<file path="config.mk">
export PLATFORM = sky130hd
export DESIGN_NAME = mem_arbiter
export DESIGN_NICKNAME = d
export VERILOG_FILES = /design/src/rtl/mem_pkg.sv /design/src/rtl/mem_arb_sel.sv /design/src/rtl/mem_arbiter.sv
export SDC_FILE = /design/constraint.sdc
export NUM_CORES = 1
export LEC_CHECK = 0
export ABC_AREA = 1
export BUFFER_PORTS_ARGS = -buffer_cell sky130_fd_sc_hd__buf_2
export CORE_AREA = 2 2 100 102
export DETAILED_ROUTE_END_ITERATION = 16
export DIE_AREA = 0 0 102 104
export GPL_TIMING_DRIVEN = 0
export SYNTH_ARGS = -nofsm -noshare
export SYNTH_HDL_FRONTEND = slang
export SYNTH_SLANG_ARGS = --single-unit
</file>
<file path="constraint.sdc">
create_clock -name clk -period 1.4 [get_ports clk]
set_clock_uncertainty 0.2 [all_clocks]
set_input_delay 0.07 -clock clk [delete_from_list [all_inputs] [get_ports clk]]
set_output_delay 0.07 -clock clk [all_outputs]
set_load 0.03 [all_outputs]
</file>
<file path="src/rtl/mem_pkg.sv">
// Shared definitions for the memory arbiter.
//   PORT_DATA / PORT_FETCH : requester indices (LSU side, instruction-fetch side)
//   rsp_stage_t            : registered response-stage state
//   in_range()             : true when a byte address fits in an ADDR_W-bit memory
package mem_pkg;

  localparam logic PORT_DATA  = 1'b0;
  localparam logic PORT_FETCH = 1'b1;

  typedef struct packed {
    logic valid;
    logic port;
    logic is_read;
    logic err;
  } rsp_stage_t;

  // Every address bit at or above aw must be zero.
  function automatic logic in_range(input logic [31:0] addr, input int unsigned aw);
    return (addr >> aw) == 32'd0;
  endfunction

endpackage

</file>
<file path="src/rtl/mem_arb_sel.sv">
// Two-way combinational grant selector.
//   req_i  : per-port request (bit n = port n)
//   prio_i : port that wins when both request (tie to 0 for fixed priority)
//   gnt_o  : one-hot/zero grant
// A lone requester is always granted; prio_i only breaks ties.
module mem_arb_sel (
  input  logic [1:0] req_i,
  input  logic       prio_i,
  output logic [1:0] gnt_o
);

  always_comb begin
    gnt_o = req_i;
    if (req_i == 2'b11) begin
      gnt_o = prio_i ? 2'b10 : 2'b01;
    end
  end

endmodule

</file>
<file path="src/rtl/mem_arbiter.sv">
// Two-requester arbiter/sequencer in front of a single-port mem_block with a
// 1-cycle registered read. Port 0 = data/LSU, port 1 = instruction fetch.
//
// Build option: define MEM_ARBITER_RR_EN for round-robin tie-breaking;
// otherwise port 0 wins every contention and no pointer register is built.
//
// Ports:
//   clk, rst_n_i                 clock, asynchronous active-low reset
//   req_valid_i / req_we_i       per-port valid and write-enable
//   req_addr{0,1}_i              per-port byte address
//   req_wdata{0,1}_i             per-port write data
//   req_mask{0,1}_i              per-port byte mask
//   gnt_o                        request of port n accepted this cycle
//   rsp_valid_o / rsp_err_o      response pulse one cycle after grant, error flag
//   rsp_rdata_o                  read data for in-range reads, else 0
//   mem_addr_o .. mem_re_o       command to mem_block
//   mem_rdata_i                  mem_block rd_data (registered read result)
module mem_arbiter
  import mem_pkg::*;
#(
  parameter int unsigned DEPTH  = 512,
  parameter int unsigned WIDTH  = 4,
  parameter int unsigned ADDR_W = $clog2(DEPTH * WIDTH)
) (
  input  logic              clk,
  input  logic              rst_n_i,
  input  logic [1:0]        req_valid_i,
  input  logic [1:0]        req_we_i,
  input  logic [31:0]       req_addr0_i,
  input  logic [31:0]       req_addr1_i,
  input  logic [31:0]       req_wdata0_i,
  input  logic [31:0]       req_wdata1_i,
  input  logic [WIDTH-1:0]  req_mask0_i,
  input  logic [WIDTH-1:0]  req_mask1_i,
  output logic [1:0]        gnt_o,
  output logic [1:0]        rsp_valid_o,
  output logic              rsp_err_o,
  output logic [31:0]       rsp_rdata_o,
  output logic [ADDR_W-1:0] mem_addr_o,
  output logic [31:0]       mem_wdata_o,
  output logic [WIDTH-1:0]  mem_mask_o,
  output logic              mem_we_o,
  output logic              mem_re_o,
  input  logic [31:0]       mem_rdata_i
);

  logic [1:0]       req_act;
  logic [1:0]       gnt;
  logic             prio;
  logic             sel_port;
  logic             sel_we;
  logic             sel_ok;
  logic [31:0]      sel_addr;
  logic [31:0]      sel_wdata;
  logic [WIDTH-1:0] sel_mask;
  rsp_stage_t       rsp_d, rsp_q;

  // Requests are masked while reset is held so every output reads 0.
  assign req_act = rst_n_i ? req_valid_i : 2'b00;

  mem_arb_sel u_sel (
    .req_i  (req_act),
    .prio_i (prio),
    .gnt_o  (gnt)
  );

  assign gnt_o = gnt;

`ifdef MEM_ARBITER_RR_EN
  // Port favoured on the next contention; flips away from each granted port.
  logic prio_q;

  always_ff @(posedge clk or negedge rst_n_i) begin
    if (!rst_n_i) begin
      prio_q <= PORT_DATA;
    end else if (|gnt) begin
      prio_q <= ~gnt[PORT_FETCH];
    end
  end

  assign prio = prio_q;
`else
  assign prio = PORT_DATA;
`endif

  // Command path: mux the granted port onto the mem_block interface.
  always_comb begin
    sel_port  = gnt[PORT_FETCH];
    sel_we    = sel_port ? req_we_i[1]  : req_we_i[0];
    sel_addr  = sel_port ? req_addr1_i  : req_addr0_i;
    sel_wdata = sel_port ? req_wdata1_i : req_wdata0_i;
    sel_mask  = sel_port ? req_mask1_i  : req_mask0_i;
    sel_ok    = in_range(sel_addr, ADDR_W);

    mem_addr_o  = '0;
    mem_wdata_o = '0;
    mem_mask_o  = '0;
    mem_we_o    = 1'b0;
    mem_re_o    = 1'b0;
    if (|gnt) begin
      mem_addr_o = sel_addr[ADDR_W-1:0];
      // Out-of-range requests are granted but never touch memory.
      if (sel_ok) begin
        if (sel_we) begin
          mem_we_o    = 1'b1;
          mem_wdata_o = sel_wdata;
          mem_mask_o  = sel_mask;
        end else begin
          mem_re_o = 1'b1;
        end
      end
    end
  end

  always_comb begin
    rsp_d         = '0;
    rsp_d.valid   = |gnt;
    rsp_d.port    = sel_port;
    rsp_d.is_read = (|gnt) & ~sel_we;
    rsp_d.err     = (|gnt) & ~sel_ok;
  end

  always_ff @(posedge clk or negedge rst_n_i) begin
    if (!rst_n_i) begin
      rsp_q <= '0;
    end else begin
      rsp_q <= rsp_d;
    end
  end

  // Response outputs; rd_data arrives from mem_block in the same cycle as rsp_q.
  always_comb begin
    rsp_valid_o = 2'b00;
    rsp_err_o   = 1'b0;
    rsp_rdata_o = '0;
    if (rsp_q.valid) begin
      rsp_valid_o = (rsp_q.port == PORT_FETCH) ? 2'b10 : 2'b01;
      rsp_err_o   = rsp_q.err;
      if (rsp_q.is_read && !rsp_q.err) begin
        rsp_rdata_o = mem_rdata_i;
      end
    end
  end

endmodule

</file>
==> reports/qor.yml <==
io_pins: 260
die-area_um2: 10610
hold_viol_final: 0
regMostFlops: "rsp_q"
nFillCells: 893
yosys_warnings: 0
drive_above_1_share_pct: 77.05
violations: "setup timing"
slowest_stage: "dfrtp_1"
rows: 36
first_iter_violations: 64
drt_pass1_iterations: 4
tightest_slew_ps: 294.0
postRouteAntennaNets: 0
track_usage_pct: 14.78
vias: 2706
start_util_pct: 13.94
slew_violations: 0
cts_tree: "built"
max_freq_mhz: 632.6
die_h_um: 104
async_flop_share_pct: 100.0
period_share_pct: 112.9
synth_area_per_cell_um2: 5.262
largest_reg_flops: 4
antenna_cells: 0
cts_max_path_buffers: 2
portBuffers: 259
reg.largest.list: "rsp_q (4)"
cap_violations: 0
dpl_cell_area_um2: 2984
cts_num_sinks: 4
hold_slack_ps: 8.164
setup_viol: 69
cts_buffers: 3
crit_family: "flip-flops"
finalCriticalPeriod_ps: 1581
required_ps: 1130
synth.distinct_cells: 15
cts_root_buf: "clkbuf_8"
cp.arrival_ps: 1310
p_leak_nw: 2.224
rsz0062_at_grt: "yes"
status: "finished, violations left"
cp_slowest_stage_delay_ps: 380
critPathKind: "reg2out"
grt_pass1_wl_um: 12520
clk_pin_slew_ps: 30
grt_start_max_net_pins: 12
critPathMostFrequentCell: "nor2_2"
endpoint_kind: "output pin"
min_path_type: "in2reg"
p_per_area_nw_per_um2: 291.7
utilization_pct: 46.10
via_per_inst: 4.045
final.setup.worst_slack_ps: -180.7
synth.cell_area_um2: 1331
final_area_um2: 4402
place_congestion: 0.7312
drc_errors: 0
synthCells: 253
areaGrowthSynthToFinish_pct: 230.6
synthFlopType: "dfrtp_1"
wl_um: 8696
finalNonFillerCells: 669
die_w_um: 102
hpwl_um: 6110
grt_pass1_vias: 2797
cts_max_level: 1
cp.buffers_inverters: 2
antenna_found_initial: 0
crit_fanout: 7
cp-start-kind: "flop"
synth_seq_cells: 4
wl_per_cell_um: 13.00
overflow: 0
finalPower_mw: 1.284
max_slew_margin_pct: 79.84
numPlacedInstances: 645
syn-num-nets: 427
crit_chain: "nor2_2, nand2_4, clkbuf_8, nor2_2, buf_4"
ir_drop_v: 0.0001920
nets: 712
seq_area_frac_synth_pct: 7.519
core-area_um2: 9549
synth_edf_count: 0
power breakdown:
group / switching, mW / internal, mW
Sequential: 0.00496 / 0.124
Clock: 0.0566 / 0.183
Combinational: 0.462 / 0.454
logic make-up after synthesis:
logic type,count (synthesis),synth area share [%]
AOI/OAI and AO/OA,13,5.076
buffers and inverters,56,18.61
DFF,4,7.519
muxes,36,27.07
and+or+nand+nor,144,41.73
layer usage:
metal	GRT usage, %	vias up	wire, µm
met5	0	-	0
met4	3.429	0	122
met3	3.427	12	824
met2	30.97	164	4833
met1	13.66	1201	2916
li1	-	1329	-
through the flow:
stage	setup WS [ps]	setup TNS, ps
floorplan	-49.53	-2115
global placement	-556.6	-25840
detailed placement	-534.5	-26430
CTS	-190.5	-11090
global route	-260.5	-15260
finish	-180.7	-9822
placed cells by master, fill, tap and decap left out, types with 2 or more instances in the layout:
cell / n
inv_1: 39
nor2_4: 51
nand3_1: 3
buf_8: 3
buf_4: 22
nor2_1: 35
buf_2: 175
mux2i_2: 12
a21oi_1: 11
buf_6: 75
buf_16: 2
clkbuf_16: 3
mux2i_4: 9
dfrtp_1: 4
clkbuf_8: 5
clkbuf_2: 2
nor2_2: 36
nand2_1: 14
inv_2: 2
mux2i_1: 15
nand2_4: 3
buf_12: 8
final cells by class:
class	instances	area (µm²)	share of cell area [%]
multi-input combinational	194	1665	37.83
timing repair buffer	279	2066	46.93
clock buffer	3	41.29	0.9380
tap	133	166.4	3.781
buffer	14	202.7	4.605
sequential	4	100.1	2.274
inverter	42	160.2	3.638
cells in the mapped netlist, types with 3 or more instances:
library cell / number / share of area, %
inv_2: 3 / 0.85
nor2_1: 121 / 34
buf_2: 3 / 1.1
buf_6: 3 / 2.5
buf_4: 3 / 1.7
nand2_1: 17 / 4.8
mux2i_1: 36 / 27
clkbuf_1: 5 / 1.4
a21oi_1: 12 / 4.5
nand3_1: 4 / 1.5
dfrtp_1: 4 / 7.5
inv_1: 39 / 11
path summary, 6_finish.rpt:
kind	slack (ps)	cells past startpoint	to	start
max	-180	5	rsp_rdata_o[15]	rsp_q[0]
min	8	4	rsp_q[1]	req_we_i[0]
max in group asynchronous	830	3	rsp_q[1]	rst_n_i
min in group asynchronous	80	3	rsp_q[2]	rst_n_i
timing repair:
| action | CTS | global route |
|---|---|---|
| endpoints found under the hold margin | 5 | 0 |
| resized for setup | 248 | 70 |
| setup buffers | 11 | 1 |
| pin swaps | 6 | 11 |
| gates cloned | 5 | 3 |
| hold buffers | 1 | 0 |
| endpoints found under the setup margin | 82 | 81 |
(Power assumes the default switching activity.)
